<file path="config.mk">
export PLATFORM = sky130hd
export DESIGN_NAME = beep_scheduler
export DESIGN_NICKNAME = d
export VERILOG_FILES = /design/src/rtl/beep_scheduler.sv
export SDC_FILE = /design/constraint.sdc
export NUM_CORES = 1
export LEC_CHECK = 0
export ABC_AREA = 1
export ABC_CLOCK_PERIOD_IN_PS = 2380
export BUFFER_PORTS_ARGS = -buffer_cell sky130_fd_sc_hd__buf_2
export CORE_MARGIN = 1.5
export CORE_UTILIZATION = 45
export CTS_BUF_LIST = sky130_fd_sc_hd__clkbuf_8
export CTS_CLUSTER_SIZE = 40
export DETAILED_ROUTE_END_ITERATION = 12
export GPL_TIMING_DRIVEN = 0
export SLEW_MARGIN = 20
export SYNTH_ARGS = -nofsm -noshare
export SYNTH_HDL_FRONTEND = slang
export SYNTH_SLANG_ARGS = --single-unit
export TNS_END_PERCENT = 30
</file>
<file path="constraint.sdc">
create_clock -name clk -period 2.38 [get_ports clk]
set_input_delay 0.238 -clock clk [delete_from_list [all_inputs] [get_ports clk]]
set_output_delay 0.238 -clock clk [all_outputs]
set_load 0.005 [all_outputs]
</file>
<file path="src/rtl/beep_scheduler.sv">
// beep_scheduler: shares one buzzer between key click, hourly chime and two
// alarms. Requests are latched into pends, arbitrated by fixed priority
// (alarm1 > alarm2 > chime > click), and served as on/off phases timed on the
// 1 kHz tick. Outputs are registered selects/gates for the tone generator.
module beep_scheduler #(
  parameter int unsigned CLICK_MS         = 20,
  parameter int unsigned CHIME_ON_MS      = 150,
  parameter int unsigned CHIME_OFF_MS     = 350,
  parameter int unsigned ALARM_ON_MS      = 250,
  parameter int unsigned ALARM_OFF_MS     = 250,
  parameter int unsigned ALARM_TIMEOUT_MS = 60000
) (
  input  logic       clk,
  input  logic       rst,
  input  logic       tick_1ms,
  input  logic       req_click,
  input  logic       req_chime,
  input  logic [3:0] chime_cnt,
  input  logic [1:0] req_alarm,
  input  logic       stop,
  output logic       tone_en,
  output logic [1:0] tone_sel,
  output logic [3:0] grant,
  output logic       busy
);

  typedef enum logic [2:0] {
    IDLE, CLICK, CHIME_ON, CHIME_OFF, ALARM_ON, ALARM_OFF
  } state_t;

  // Phase counters hold "ticks seen so far", so a phase ends on the tick where
  // the count equals its length minus one.
  localparam logic [15:0] CLICK_LAST     = 16'(CLICK_MS - 1);
  localparam logic [15:0] CHIME_ON_LAST  = 16'(CHIME_ON_MS - 1);
  localparam logic [15:0] CHIME_OFF_LAST = 16'(CHIME_OFF_MS - 1);
  localparam logic [15:0] ALARM_ON_LAST  = 16'(ALARM_ON_MS - 1);
  localparam logic [15:0] ALARM_OFF_LAST = 16'(ALARM_OFF_MS - 1);
  localparam logic [15:0] TIMEOUT_LAST   = 16'(ALARM_TIMEOUT_MS - 1);

  state_t      state, state_nx;
  logic        src_a2, src_a2_nx;          // which alarm owns ALARM_ON/OFF
  logic [15:0] phase_cnt, phase_cnt_nx;
  logic [15:0] elapsed, elapsed_nx;
  logic [3:0]  beeps, beeps_nx;
  logic [3:0]  chime_val, chime_val_nx;
  logic        pend_click, pend_click_nx;
  logic        pend_chime, pend_chime_nx;
  logic [1:0]  pend_alarm, pend_alarm_nx;
  logic [1:0]  alarm_q;
  logic        tone_en_nx, busy_nx;
  logic [1:0]  tone_sel_nx;
  logic [3:0]  grant_nx;

  logic        clr_click, clr_chime, start_alarm, start_a2, chime_set;
  logic [1:0]  clr_alarm, alarm_rise;
  logic [15:0] phase_last;
  logic        phase_end, timeout_hit, in_alarm;
  logic [3:0]  chime_clamped;

  assign alarm_rise    = req_alarm & ~alarm_q;
  assign chime_set     = req_chime && (chime_cnt != 4'd0);
  assign chime_clamped = (chime_cnt > 4'd12) ? 4'd12 : chime_cnt;
  assign in_alarm      = (state == ALARM_ON) || (state == ALARM_OFF);
  assign timeout_hit   = tick_1ms && (elapsed >= TIMEOUT_LAST);
  assign phase_end     = tick_1ms && (phase_cnt == phase_last);

  // Length of the current phase.
  always_comb begin
    // NOTE: every combinational output gets a default first so no path leaves it unassigned (no latch).
    phase_last = '0;
    case (state)
      CLICK:     phase_last = CLICK_LAST;
      CHIME_ON:  phase_last = CHIME_ON_LAST;
      CHIME_OFF: phase_last = CHIME_OFF_LAST;
      ALARM_ON:  phase_last = ALARM_ON_LAST;
      ALARM_OFF: phase_last = ALARM_OFF_LAST;
      default:   phase_last = '0;
    endcase
  end

  // Next-state, arbitration, pend maintenance and registered-output decode.
  always_comb begin
    state_nx    = state;
    src_a2_nx   = src_a2;
    beeps_nx    = beeps;
    clr_click   = 1'b0;
    clr_chime   = 1'b0;
    clr_alarm   = 2'b00;
    start_alarm = 1'b0;
    start_a2    = 1'b0;
    elapsed_nx  = elapsed;
    if (in_alarm && tick_1ms && (elapsed != 16'hFFFF))
      elapsed_nx = elapsed + 16'd1;

    case (state)
      IDLE: begin
        if (|pend_alarm) begin
          start_alarm = 1'b1;
          start_a2    = !pend_alarm[0];
        end else if (pend_chime) begin
          state_nx  = CHIME_ON;
          beeps_nx  = chime_val;
          clr_chime = 1'b1;
          clr_click = 1'b1;
        end else if (pend_click) begin
          state_nx  = CLICK;
          clr_click = 1'b1;
        end
      end
      CLICK, CHIME_ON, CHIME_OFF: begin
        if (stop) begin
          state_nx  = IDLE;
          clr_click = (state == CLICK);
          clr_chime = (state != CLICK);
        end else if (|pend_alarm) begin
          // Alarm preempts at once; a preempted chime is dropped outright.
          start_alarm = 1'b1;
          start_a2    = !pend_alarm[0];
          clr_chime   = (state != CLICK);
        end else if (phase_end) begin
          case (state)
            CLICK:    state_nx = IDLE;
            CHIME_ON: begin
              beeps_nx = beeps - 4'd1;
              state_nx = (beeps > 4'd1) ? CHIME_OFF : IDLE;
            end
            default:  state_nx = CHIME_ON;
          endcase
        end
      end
      ALARM_ON, ALARM_OFF: begin
        if (stop) begin
          state_nx  = IDLE;
          clr_alarm = src_a2 ? 2'b10 : 2'b01;
        end else if (src_a2 && pend_alarm[0]) begin
          // Alarm2 keeps its pend and restarts later with a fresh timeout.
          start_alarm = 1'b1;
          start_a2    = 1'b0;
        end else if (timeout_hit) begin
          state_nx  = IDLE;
          clr_alarm = src_a2 ? 2'b10 : 2'b01;
        end else if (phase_end) begin
          state_nx = (state == ALARM_ON) ? ALARM_OFF : ALARM_ON;
        end
      end
      default: state_nx = IDLE;
    endcase

    if (start_alarm) begin
      state_nx   = ALARM_ON;
      src_a2_nx  = start_a2;
      elapsed_nx = '0;
      clr_click  = 1'b1;
    end

    if (start_alarm || (state_nx != state))
      phase_cnt_nx = '0;
    else if ((state != IDLE) && tick_1ms)
      phase_cnt_nx = phase_cnt + 16'd1;
    else
      phase_cnt_nx = phase_cnt;

    // A new request in the same cycle as a clear wins, so it is never lost.
    pend_click_nx = (pend_click & ~clr_click) | req_click;
    pend_chime_nx = (pend_chime & ~clr_chime) | chime_set;
    chime_val_nx  = chime_set ? chime_clamped : chime_val;
    pend_alarm_nx = (pend_alarm & ~clr_alarm) | alarm_rise;

    busy_nx     = (state_nx != IDLE);
    tone_en_nx  = (state_nx == CLICK) || (state_nx == CHIME_ON) || (state_nx == ALARM_ON);
    tone_sel_nx = 2'd0;
    grant_nx    = 4'b0000;
    case (state_nx)
      CLICK:               begin tone_sel_nx = 2'd0; grant_nx = 4'b0001; end
      CHIME_ON, CHIME_OFF: begin tone_sel_nx = 2'd1; grant_nx = 4'b0010; end
      ALARM_ON, ALARM_OFF: begin
        tone_sel_nx = src_a2_nx ? 2'd3 : 2'd2;
        grant_nx    = src_a2_nx ? 4'b1000 : 4'b0100;
      end
      default:             begin tone_sel_nx = 2'd0; grant_nx = 4'b0000; end
    endcase
  end

  // State, counters, pends and output registers.
  always_ff @(posedge clk) begin
    // NOTE: sequential state uses non-blocking assignments so all registers update together at the edge.
    if (rst) begin
      // NOTE: every register, including pend storage, is reset; the edge detector
      // loads the live level so an alarm already high at release does not fire.
      state      <= IDLE;
      src_a2     <= 1'b0;
      phase_cnt  <= '0;
      elapsed    <= '0;
      beeps      <= '0;
      chime_val  <= '0;
      pend_click <= 1'b0;
      pend_chime <= 1'b0;
      pend_alarm <= 2'b00;
      alarm_q    <= req_alarm;
      tone_en    <= 1'b0;
      tone_sel   <= 2'd0;
      grant      <= 4'b0000;
      busy       <= 1'b0;
    end else begin
      state      <= state_nx;
      src_a2     <= src_a2_nx;
      phase_cnt  <= phase_cnt_nx;
      elapsed    <= elapsed_nx;
      beeps      <= beeps_nx;
      chime_val  <= chime_val_nx;
      pend_click <= pend_click_nx;
      pend_chime <= pend_chime_nx;
      pend_alarm <= pend_alarm_nx;
      alarm_q    <= req_alarm;
      tone_en    <= tone_en_nx;
      tone_sel   <= tone_sel_nx;
      grant      <= grant_nx;
      busy       <= busy_nx;
    end
  end

endmodule

</file>
* Word-level counts from Yosys, hierarchy flattened
Index checks and enable logic that the tools add are counted.
** Word-level totals
- Bits in registers :: 58
- Bits of input ports :: 12
- Output and inout port bits :: 8
** Operators by class
- $add $sub $neg :: 3
- $lt $le $gt $ge :: 3
- Equal/unequal tests :: 20
- Mux-type cells :: 53
- Bitwise logic cells :: 11
- Reductions and logical operators :: 25
** Operators with widths (count)
- $pmux W9 S4 :: 1
- $mux W3 :: 11
- $add A16 B1 Y16 const B :: 2
- $mux W4 :: 8
- $mux W1 :: 18
- $eq A16 B16 Y1 :: 1
- $ge A16 B16 Y1 const B :: 1
- $ne A16 B16 Y1 const B :: 1
- $eq A3 B2 Y1 const B :: 4
- $eq A3 B3 Y1 const B :: 4
- $mux W2 :: 6
- $ne A2 B2 Y1 const B :: 6
- $pmux W4 S3 :: 1
- $reduce_or A2 Y1 :: 6
- $pmux W3 S3 :: 1
- $pmux W2 S2 :: 2
- $pmux W4 S2 :: 1
- $logic_and A1 B1 Y1 :: 7
- $reduce_and A7 Y1 :: 1
- $eq A3 B1 Y1 const B :: 2
- $pmux W1 S2 :: 3
- $reduce_bool A3 Y1 :: 2
- $and A2 B2 Y2 :: 2
- $gt A4 B1 Y1 const B :: 1
- other kinds (16) :: 23

* Depth between registers and ports, before layout
Gate-level depths: netlist (run 1).
- Word-level depth :: 14
- Depth in mapped cells :: 20
- Depth with buffers taken out :: 19

* Worst setup path before layout (run 1)
OpenSTA, ideal clock, no wires.
- Path type :: register -> register
- From :: register elapsed[0]
- To :: register phase_cnt[14]
- Library setup time :: 117 ps
- Arrival time :: 1936 ps
- Slack :: 327 ps
- Cell stages (with the launch flop) :: 18
- Buffers on the path :: 1
- Path through :: dfxtp_1 ha_1 inv_1 nor3_1 nand3_1 nand3_1 nand2_1 nand2_1 nand2_1 nand2_1 o21ai_0 nand2_1 nand2_1 o21ai_0 nor2_2 nand3_4 buf_6 nor2_2
** On the way
- Longest elaborated chain between the ends :: 10
** Ends and longest elaborated chain
- start, declared :: RTL line 43 : logic [15:0] elapsed, elapsed_nx;
- start signal, assigned :: RTL line 208 : elapsed <= elapsed_nx;
- $ge A16 B16 Y1 :: RTL line 64 : assign timeout_hit = tick_1ms && (elapsed >= TIMEOUT_LAST);
- $logic_and A1 B1 Y1 :: RTL line 64
- $mux W3 :: RTL line 139 : end else if (timeout_hit) begin
- $mux W3 :: RTL line 135 : end else if (src_a2 && pend_alarm[0]) begin
- $mux W3 :: RTL line 132 : if (stop) begin
- $pmux W3 S3 :: RTL line 95 : case (state)
- $mux W3 :: RTL line 149 : if (start_alarm) begin
- $ne A3 B3 Y1 :: RTL line 156 : if (start_alarm || (state_nx != state))
- $logic_or A1 B1 Y1 :: RTL line 156
- $reduce_or A2 Y1 (no line)
- end signal, assigned :: RTL line 207 : phase_cnt <= phase_cnt_nx;
- end, declared :: RTL line 42 : logic [15:0] phase_cnt, phase_cnt_nx;
Every way passes these cells.
A chain may end at the register's enable or synchronous reset.

* Final worst setup path (run 1)
- From :: register state[1]
- To :: register phase_cnt[6]
** On the way
- Longest elaborated chain between the ends :: 14
- Elaborated cells on any way between the ends :: 31
- Those cells by class :: eq/ne (7); mux (16); reduce/logical (8)
** Ends and longest elaborated chain
- start, declared :: RTL line 40 : state_t state, state_nx;
- start signal, assigned :: RTL line 205 : state <= state_nx;
- $eq A3 B3 Y1, on equally long branches :: RTL line 71, 95, 143
- $reduce_or A2 Y1 (no line)
- $pmux W9 S4 :: RTL line 71 : case (state)
- $eq A16 B16 Y1 :: RTL line 65 : assign phase_end = tick_1ms && (phase_cnt == phase_last);
- $logic_and A1 B1 Y1 :: RTL line 65
- $mux W3 :: RTL line 142 : end else if (phase_end) begin
- $mux W3 :: RTL line 139
- $mux W3 :: RTL line 135
- $mux W3 :: RTL line 132
- $pmux W3 S3 :: RTL line 95
- $mux W3 :: RTL line 149
- $ne A3 B3 Y1 :: RTL line 156
- $logic_or A1 B1 Y1 :: RTL line 156
- $reduce_or A2 Y1 (no line)
Several ways; a longest one is shown, not always the timed one.

==> results of run 1 <==
[power breakdown]
group          internal (W)  leakage [nW]  switching, W  total, W
clock network      0.000695         0.120      0.000426   0.00112
logic              0.000270          1.13      0.000346  0.000616
registers           0.00102         0.474     0.0000327   0.00105
total               0.00198          1.72      0.000804   0.00279
[stage by stage]
stage / instances / TNS, ps / setup slack, ps
6_report: 574 / 0 / 15.42
5_1_grt: 574 / -1371 / -123.4
3_5_place_dp: 536 / -719.8 / -74.73
4_1_cts: 560 / -25.08 / -13.80
2_1_floorplan: 441 / 0 / 327.2
3_3_place_gp: 536 / -716.4 / -73.68
[repair_timing]
item / 4_1_cts / 5_1_grt
resized for setup: 16 / 55
setup endpoints to repair: 10 / 26
pin swaps: 4 / 21
buffers inserted: 6 / 12
hold endpoints to repair: 0 / 2
gates cloned: 2 / 0
hold buffers: 0 / 2
[cells in the final DEF, fill, tap and decap left out, types with 3 or more instances in the layout]
cell type  instances
buf_4             14
clkbuf_8           9
nand3_1           24
bufinv_16          3
nor2_4             7
nor2_1            48
nand4_1            6
clkbuf_1           3
xnor2_1            6
buf_12             3
nor2_2            14
nor4_1             3
a21oi_1           20
inv_1             47
nand3_2            7
o21ai_0           20
buf_6              3
buf_2             18
nand2_2           17
ha_1               3
nor3_4             3
nand3_4            3
inv_2              4
nand2_1           99
xor2_1            18
dfxtp_1           54
[final timing paths]
path / start / endpoint / slack [ps] / cells past startpoint
setup / recovery: state[1] / phase_cnt[6] / 20 / 19
hold / removal: req_click / pend_click / 130 / 3
setup reg to reg: state[1] / phase_cnt[6] / 20 / 19
hold reg to reg: chime_val[1] / chime_val[1] / 480 / 2
[sequential cells by signal (all words and copies together), names as in the netlist]
| register | cells |
|---|---|
| src_a2 | 1 |
| chime_val | 4 |
| phase_cnt | 16 |
| tone_sel | 2 |
| pend_alarm | 2 |
| busy | 1 |
| state | 3 |
| grant | 4 |
| tone_en | 1 |
| pend_click | 1 |
| beeps | 4 |
| alarm_q | 2 |
| pend_chime | 1 |
| elapsed | 16 |
[layer usage]
| metal | vias up | part of all wire | track usage |
|---|---|---|---|
| li1 | 1518 | - | - |
| met1 | 1308 | 0.49 | 0.2706 |
| met2 | 49 | 0.45 | 0.3207 |
| met3 | 19 | 0.035 | 0.05253 |
| met4 | 0 | 0.022 | 0.08504 |
| met5 | - | 0 | 0 |
[critical path, cell delays in order, from the launching register on]
cell and delay [ps]:
dfxtp_2 340, buf_8 140, inv_8 50, nor2_4 170, nand2_2 110, nand2_1 100, nand3_2 100, nor2_4 110
nand3_4 110, nand2_2 90, nand3_1 70, nand2_1 60, nand4_1 110, nand3_2 130, nand2_2 70, nand2_2 90
nand3_4 100, buf_12 150, buf_16 130, nor2_2 90
[layout make-up]
cell class	instances	area share
tap	77	0.02428
multi-input combinational	322	0.4633
timing repair buffer	40	0.08389
inverter	54	0.05456
clock buffer	9	0.03122
sequential	58	0.2952
clock inverter	7	0.02933
buffer	7	0.01829
[cells by family (layout without fill, tap and decap cells)]
| logic type | after synthesis | count (layout) | share of synthesized area |
|---|---|---|---|
| DFF | 58 | 58 | 0.3792 |
| buffers and inverters | 61 | 117 | 0.08337 |
| xor gates and xnor gates | 24 | 24 | 0.06865 |
| AOI/OAI and AO/OA | 52 | 52 | 0.09604 |
| and+or+nand+nor | 242 | 242 | 0.3564 |
| adders and majority gates | 4 | 4 | 0.01635 |
==> flow_summary.ini, run 1 <==
[sta]
clock_skew_ps = 8.903
worst_slew_pin_slew_ps = 792.7
slew_violations = 0
min_period_over_period = 0.9935
fin_crit_ps = 2365
relSlewSlack = 0.4646
rsz0062_at_grt = yes
fmaxAchievable_ghz = 0.4229
setup_viol = 0
hold_viol_final = 0
holdWs_ps = 131.1

[synthesis]
ys.flop_type = dfxtp_1
yosysSeqAreaShare = 0.3792
ys_top_cells_by_count = nand2_1 (114), dfxtp_1 (58), nor2_1 (53)
synth_area_leaders = dfxtp_1 (38%), nand2_1 (14%), nor2_1 (6.5%)
synth_top_area_share = 0.3792
synth_nets = 457
yosysWarnings = 0
syn_avg_cell_area_um2 = 6.943
synth_edf_count = 0
synthDistinctLibCells = 36
netlist_instances = 441
syn_area_um2 = 3062
synth_seq_cells = 58
synth.most_common_cell = nand2_1
async_flop_share = 0
yosys.area.top_type = dfxtp_1

[status]
violations = DRC
status = finished with violations

[route]
routedWlPerCell_um = 12.71
drt_pass1_iterations = 8
drt_wl_total_um = 7297
antenna_left = 0
drt_iter0_drc = 136
routed-via-count = 2894
vias_per_cell = 5.042
drc = 1

[final_layout]
nets = 508
final_util = 0.6143
multiInputGateArea_um2 = 1838
drive_above_1_share = 0.2596
final_area_um2 = 3968
area_growth_syn_to_layout_pct = 29.59
ff_latch_area_um2 = 1171
antennaDiodeCount = 0
n_fill_cell = 584

[place]
routabilityCongestion = 0.8891
hpwl_um = 4832
post_dp_cell_area_um2 = 3248
io_buffers = 18

[global_routing]
antenna_found_initial = 0
grt_pass1_vias = 2655
grtUsageTotal = 0.2056
grt_max_degree = 12
overflow = 0
grt_pass1_wl_um = 11820

[worst_setup_path]
start_kind = flop
critPathMaxFanout = 6
arrival_ps = 2650
critPathKind = flop to flop
end_kind = flop
required_ps = 2660

[floorplan]
die_w_um = 85.49
core_area_um2 = 6459
ioPinCount = 20
initial_core_util = 0.4740
dieHeight_um = 85.49
dieArea_um2 = 7308
num_rows = 29

[clock_network]
clk_pin_slew_ps = 70
cts.sinks = 58
cts_max_path_buffers = 2
cts-htree-levels = 3
cts_root_buf = clkbuf_8
clk-insertion-delay-late_ps = 340
cts_tree = yes
cts_buffers = 9

[power_and_ir_drop]
power_w = 0.002786
ir_drop_mv = 0.4963
cellLeakagePower_nw = 1.724
power_density_nw_per_um2 = 702.1

[job]
drv_cap = 0

[min_path]
min_path_type = primary input to flop
Power figures use the tool's default switching activity.
==> run 2, diff against run 1 <==
--- a/config.mk
+++ b/config.mk
@@ -14,6 +14,7 @@
 export CTS_CLUSTER_SIZE = 40
 export DETAILED_ROUTE_END_ITERATION = 12
 export GPL_TIMING_DRIVEN = 0
+export REMOVE_ABC_BUFFERS = 1
 export SLEW_MARGIN = 20
 export SYNTH_ARGS = -nofsm -noshare
 export SYNTH_HDL_FRONTEND = slang
==> flow_summary.ini, run 2 (synthesis gave the netlist of run 1 again) <==
[status]
status = finished, final reports clean

[worst_setup_path]
timing.rr.start = state[1]
arrival_ps = 2540
crit_path_start = state[1]
end_kind = flop
critPathKind = flop to flop
start_kind = flop
critPathMaxFanout = 8
required_ps = 2670

[clock_network]
clk_pin_slew_ps = 70
cts_tree = yes
cts_root_buf = clkbuf_8
cts_buffers = 9
cts.sinks = 58
cts_max_path_buffers = 2
cts-htree-levels = 3
clk-insertion-delay-late_ps = 350

[sta]
setup_ws_ps = 129.7
slew_violations = 0
min_period_over_period = 0.9455
fin_crit_ps = 2250
fmaxAchievable_ghz = 0.4444
setup_viol = 0
relSlewSlack = 0.4689
hold_viol_final = 0
worst_slew_pin_slew_ps = 786.3
clock_skew_ps = 5.126

[floorplan]
ioPinCount = 20
core_area_um2 = 6459
initial_core_util = 0.4740
dieArea_um2 = 7308
dieHeight_um = 85.49
die_w_um = 85.49
num_rows = 29

[place]
routabilityCongestion = 0.8949
post_dp_cell_area_um2 = 3201
hpwl_um = 4670
dp_cells = 530
place_ws_ps = -153.7
io_buffers = 19

[route]
drt_iter0_drc = 117
drt_pass1_iterations = 4
drc = 0
routed-via-count = 2820
routedWlPerCell_um = 11.94
antenna_left = 0
drt_wl_total_um = 6684
vias_per_cell = 5.036

[min_path]
min_path_type = primary input to flop
hp-start = req_click

[power_and_ir_drop]
internal-power_w = 0.001583
ir_drop_mv = 0.6478
p_seq_frac = 0.450
clockPowerShare = 0.351
p_comb_frac = 0.199
power_density_nw_per_um2 = 645.5
swShare = 0.3262
switching_power_w = 0.0007662
cellLeakagePower_nw = 1.559

[final_layout]
stdcell_count = 560
layout_common_cells = nand2_1 (109), dfxtp_1 (54), nor2_1 (50), inv_1 (49), nand3_1 (27)
final_area_um2 = 3638
drive_above_1_share = 0.2029
top_regs = elapsed (16), phase_cnt (16)
antennaDiodeCount = 0
layout_commonest_cell = nand2_1
nets = 494
area_growth_syn_to_layout_pct = 18.84

[global_routing]
antenna_found_initial = 0
grt_pass1_wl_um = 11320
overflow = 0
grtUsageTotal = 0.1926
grt_max_degree = 18
grt_pass1_vias = 2579

[job]
drv_cap = 0
## run 2: cell count changes in the layout (fill, tap and decap cells not counted), moves of 4 or more
cell / previous run / this run
nor2_4: 7 / 1
nand2_2: 17 / 7
nor2_2: 14 / 18
nand2_1: 99 / 109
buf_4: 14 / 10
## run 2: power by group through the flow
stage / clock network, W / registers [W] / logic [W]
after CTS: 0.000851 / 0.00105 / 0.000409
after global routing: 0.000900 / 0.00106 / 0.000527
after floorplan: 0 / 0.00107 / 0.000286
after detailed placement: 0 / 0.00107 / 0.000389
final: 0.000825 / 0.00106 / 0.000468
after global placement: 0 / 0.00107 / 0.000387
## run 2: repair_timing
item,CTS,global route
setup endpoints to repair,16,21
pin swaps,1,11
setup buffers,1,10
cloned,0,1
resized for setup,5,30
hold endpoints to repair,2,0
hold buffers,2,0
## run 2: critical path, cell delays in order (launching register included)
cell       delay, ps
dfxtp_4          430
inv_6             60
nor2_4           150
nand2_2          100
nand2_1           80
nand3_2           60
nor2_2           120
nand3_2          130
o21ai_1          160
nand3_1          100
nand2_2          100
nand2_4           50
nand2_2           50
nand2_1           60
nor2_2           150
nand3_4          130
clkbuf_16        190
nor2_2            70
## run 2: layout make-up
| type | count | area (µm²) |
|---|---|---|
| tap | 77 | 96.34 |
| fill | 649 | 2820 |
| inverter | 54 | 221.5 |
| timing repair buffer | 33 | 235.2 |
| multi-input combinational | 322 | 1733 |
| clock inverter | 7 | 55.05 |
| sequential | 58 | 1174 |
| clock buffer | 9 | 123.9 |
## run 2: metal layers
metal  track usage  wire length [µm]
met5             0                 0
met4       0.06158                93
met3       0.05837               261
met2        0.3057              3115
met1        0.2507              3214
## run 2: path summary, 6_finish.rpt
path | endpoint | cells after the start | slack (ps)
setup reg to reg | phase_cnt[6] | 17 | 130
hold / removal | pend_click | 3 | 120
hold reg to reg | chime_val[2] | 2 | 460
setup / recovery | phase_cnt[6] | 17 | 130
## run 2: through the flow
stage	total power, W	utilization	setup TNS (ps)	hold slack [ps]
floorplan	0.001353	-	0	265.7
global placement	0.001458	0.4955	-2673	355.6
detailed placement	0.001461	0.4955	-2173	356.1
CTS	0.002311	0.5316	0	119.6
global route	0.002489	0.5633	-15.76	136.4
finish	0.002349	0.5633	0	123.4
==> run 3, diff against run 2 <==
--- a/config.mk
+++ b/config.mk
@@ -6,7 +6,7 @@
 export NUM_CORES = 1
 export LEC_CHECK = 0
 export ABC_AREA = 1
-export ABC_CLOCK_PERIOD_IN_PS = 2380
+export ABC_CLOCK_PERIOD_IN_PS = 2400
 export BUFFER_PORTS_ARGS = -buffer_cell sky130_fd_sc_hd__buf_2
 export CORE_MARGIN = 1.5
 export CORE_UTILIZATION = 45
==> constraint.sdc (replaced) <==
create_clock -name clk -period 2.4 [get_ports clk]
set_input_delay 0.24 -clock clk [delete_from_list [all_inputs] [get_ports clk]]
set_output_delay 0.24 -clock clk [all_outputs]
set_load 0.005 [all_outputs]
==> flow_summary.ini, run 3 (synthesis gave the netlist of run 1 again) <==
[global_routing]
overflow = 0
grt_pass1_vias = 2579
grtUsageTotal = 0.1926
antenna_found_initial = 0
grt_pass1_wl_um = 11320
grt_max_degree = 18

[clock_network]
cts_root_buf = clkbuf_8
cts_buffers = 9
cts.sinks = 58
clk_pin_slew_ps = 70
cts-htree-levels = 3
cts_max_path_buffers = 2
clk-insertion-delay-late_ps = 350
cts_tree = yes

[sta]
final.setup.tns_ps = 0
relSlewSlack = 0.4604
fin_crit_ps = 2217
slew_violations = 0
setup_ws_ps = 183.3
min_period_over_period = 0.9236
setup_viol = 0
rsz0062_at_grt = yes
hold_viol_final = 0
clock_skew_ps = 6.086
fmaxAchievable_ghz = 0.4511
worst_slew_pin_slew_ps = 799.0

[floorplan]
dieHeight_um = 85.49
ioPinCount = 20
initial_core_util = 0.4740
core_area_um2 = 6459
num_rows = 29
die_w_um = 85.49
dieArea_um2 = 7308

[final_layout]
n_fill_cell = 655
final_area_um2 = 3547
drive_above_1_share = 0.1803
ff_latch_area_um2 = 1174
antennaDiodeCount = 0
multiInputGateArea_um2 = 1709
area_growth_syn_to_layout_pct = 15.86
layout_commonest_cell = nand2_1
layout_common_cells = nand2_1 (112), dfxtp_1 (54), nor2_1 (52), inv_1 (49), nand3_1 (28)
stdcell_count = 554
top_regs = elapsed (16), phase_cnt (16)
nets = 488

[place]
hpwl_um = 4670
dp_cells = 530
routabilityCongestion = 0.8949
place_ws_ps = -133.7
post_dp_cell_area_um2 = 3201
io_buffers = 19

[route]
vias_per_cell = 5.043
drt_wl_total_um = 6491
routedWlPerCell_um = 11.72
antenna_left = 0
drc = 0
drt_pass1_iterations = 4
drt_iter0_drc = 126
routed-via-count = 2794

[worst_setup_path]
required_ps = 2680
end_kind = flop
critPathMaxFanout = 16
start_kind = flop
critPathKind = flop to flop
arrival_ps = 2500

[power_and_ir_drop]
p_seq_frac = 0.458
internal-power_w = 0.001543
switching_power_w = 0.0007434
clockPowerShare = 0.357
ir_drop_mv = 0.5927
cellLeakagePower_nw = 1.498
swShare = 0.3251
p_comb_frac = 0.185
power_density_nw_per_um2 = 644.6

[job]
drv_cap = 0

[min_path]
min_path_type = primary input to flop

[status]
status = finished, final reports clean
[run 3: changes by cell type in the layout (fill, tap and decap cells not counted), sizes merged]
cell	before	now
buf	30	25
clkbuf	10	9
[run 3: timing repair]
action,4_1_cts,5_1_grt
hold buffers,2,0
buffers inserted,1,5
endpoints found under the setup margin,16,21
resized for setup,5,21
hold endpoints to repair,2,0
pin swaps,1,4
[run 3: critical path, stage by stage, from the launching register on]
cell	delay, ps
dfxtp_4	390
o21ai_4	290
nand2_4	70
nand2_2	70
nand2_1	60
nor2_2	110
nand3_2	130
o21ai_1	140
nand3_1	80
nand2_1	110
nand2_4	90
nand2_1	70
nand2_1	60
nor2_2	130
nand3_4	80
buf_12	160
nor2_1	90
[run 3: layer usage]
| layer | vias up | track usage | routed length (µm) | part of all wire |
|---|---|---|---|---|
| met5 | - | 0 | 0 | 0 |
| met3 | 11 | 0.05837 | 212 | 0.033 |
| li1 | 1475 | - | - | - |
| met1 | 1280 | 0.2507 | 3147 | 0.48 |
| met4 | 0 | 0.06158 | 93 | 0.014 |
| met2 | 28 | 0.3057 | 3037 | 0.47 |
[run 3: layout make-up]
class / instances / area share
tap: 77 / 0.02716
clock inverter: 7 / 0.01552
timing repair buffer: 27 / 0.04868
inverter: 54 / 0.06102
clock buffer: 9 / 0.03492
sequential: 58 / 0.3309
multi-input combinational: 322 / 0.4818
[run 3: final timing paths]
| check | start | depth (start not counted) | endpoint | slack, ps |
|---|---|---|---|---|
| worst max-delay path | state[1] | 16 | phase_cnt[4] | 180 |
| worst max register to register | state[1] | 16 | phase_cnt[4] | 180 |
| worst min register to register | chime_val[2] | 2 | chime_val[2] | 460 |
| worst min-delay path | req_click | 3 | pend_click | 120 |
[run 3: stage by stage]
step | hold WS, ps | power, W | utilization
6_report | 123.7 | 0.002287 | 0.5492
3_5_place_dp | 358.1 | 0.001449 | 0.4955
2_1_floorplan | 267.7 | 0.001342 | -
3_3_place_gp | 357.6 | 0.001446 | 0.4955
5_1_grt | 138.4 | 0.002433 | 0.5492
4_1_cts | 121.6 | 0.002292 | 0.5316
[run 3: power by group through the flow]
stage / Sequential (W) / Clock (W) / Combinational (W)
after global routing: 0.00105 / 0.000896 / 0.000484
after CTS: 0.00104 / 0.000844 / 0.000406
after floorplan: 0.00106 / 0 / 0.000284
after detailed placement: 0.00106 / 0 / 0.000386
after global placement: 0.00106 / 0 / 0.000384
final: 0.00105 / 0.000816 / 0.000424
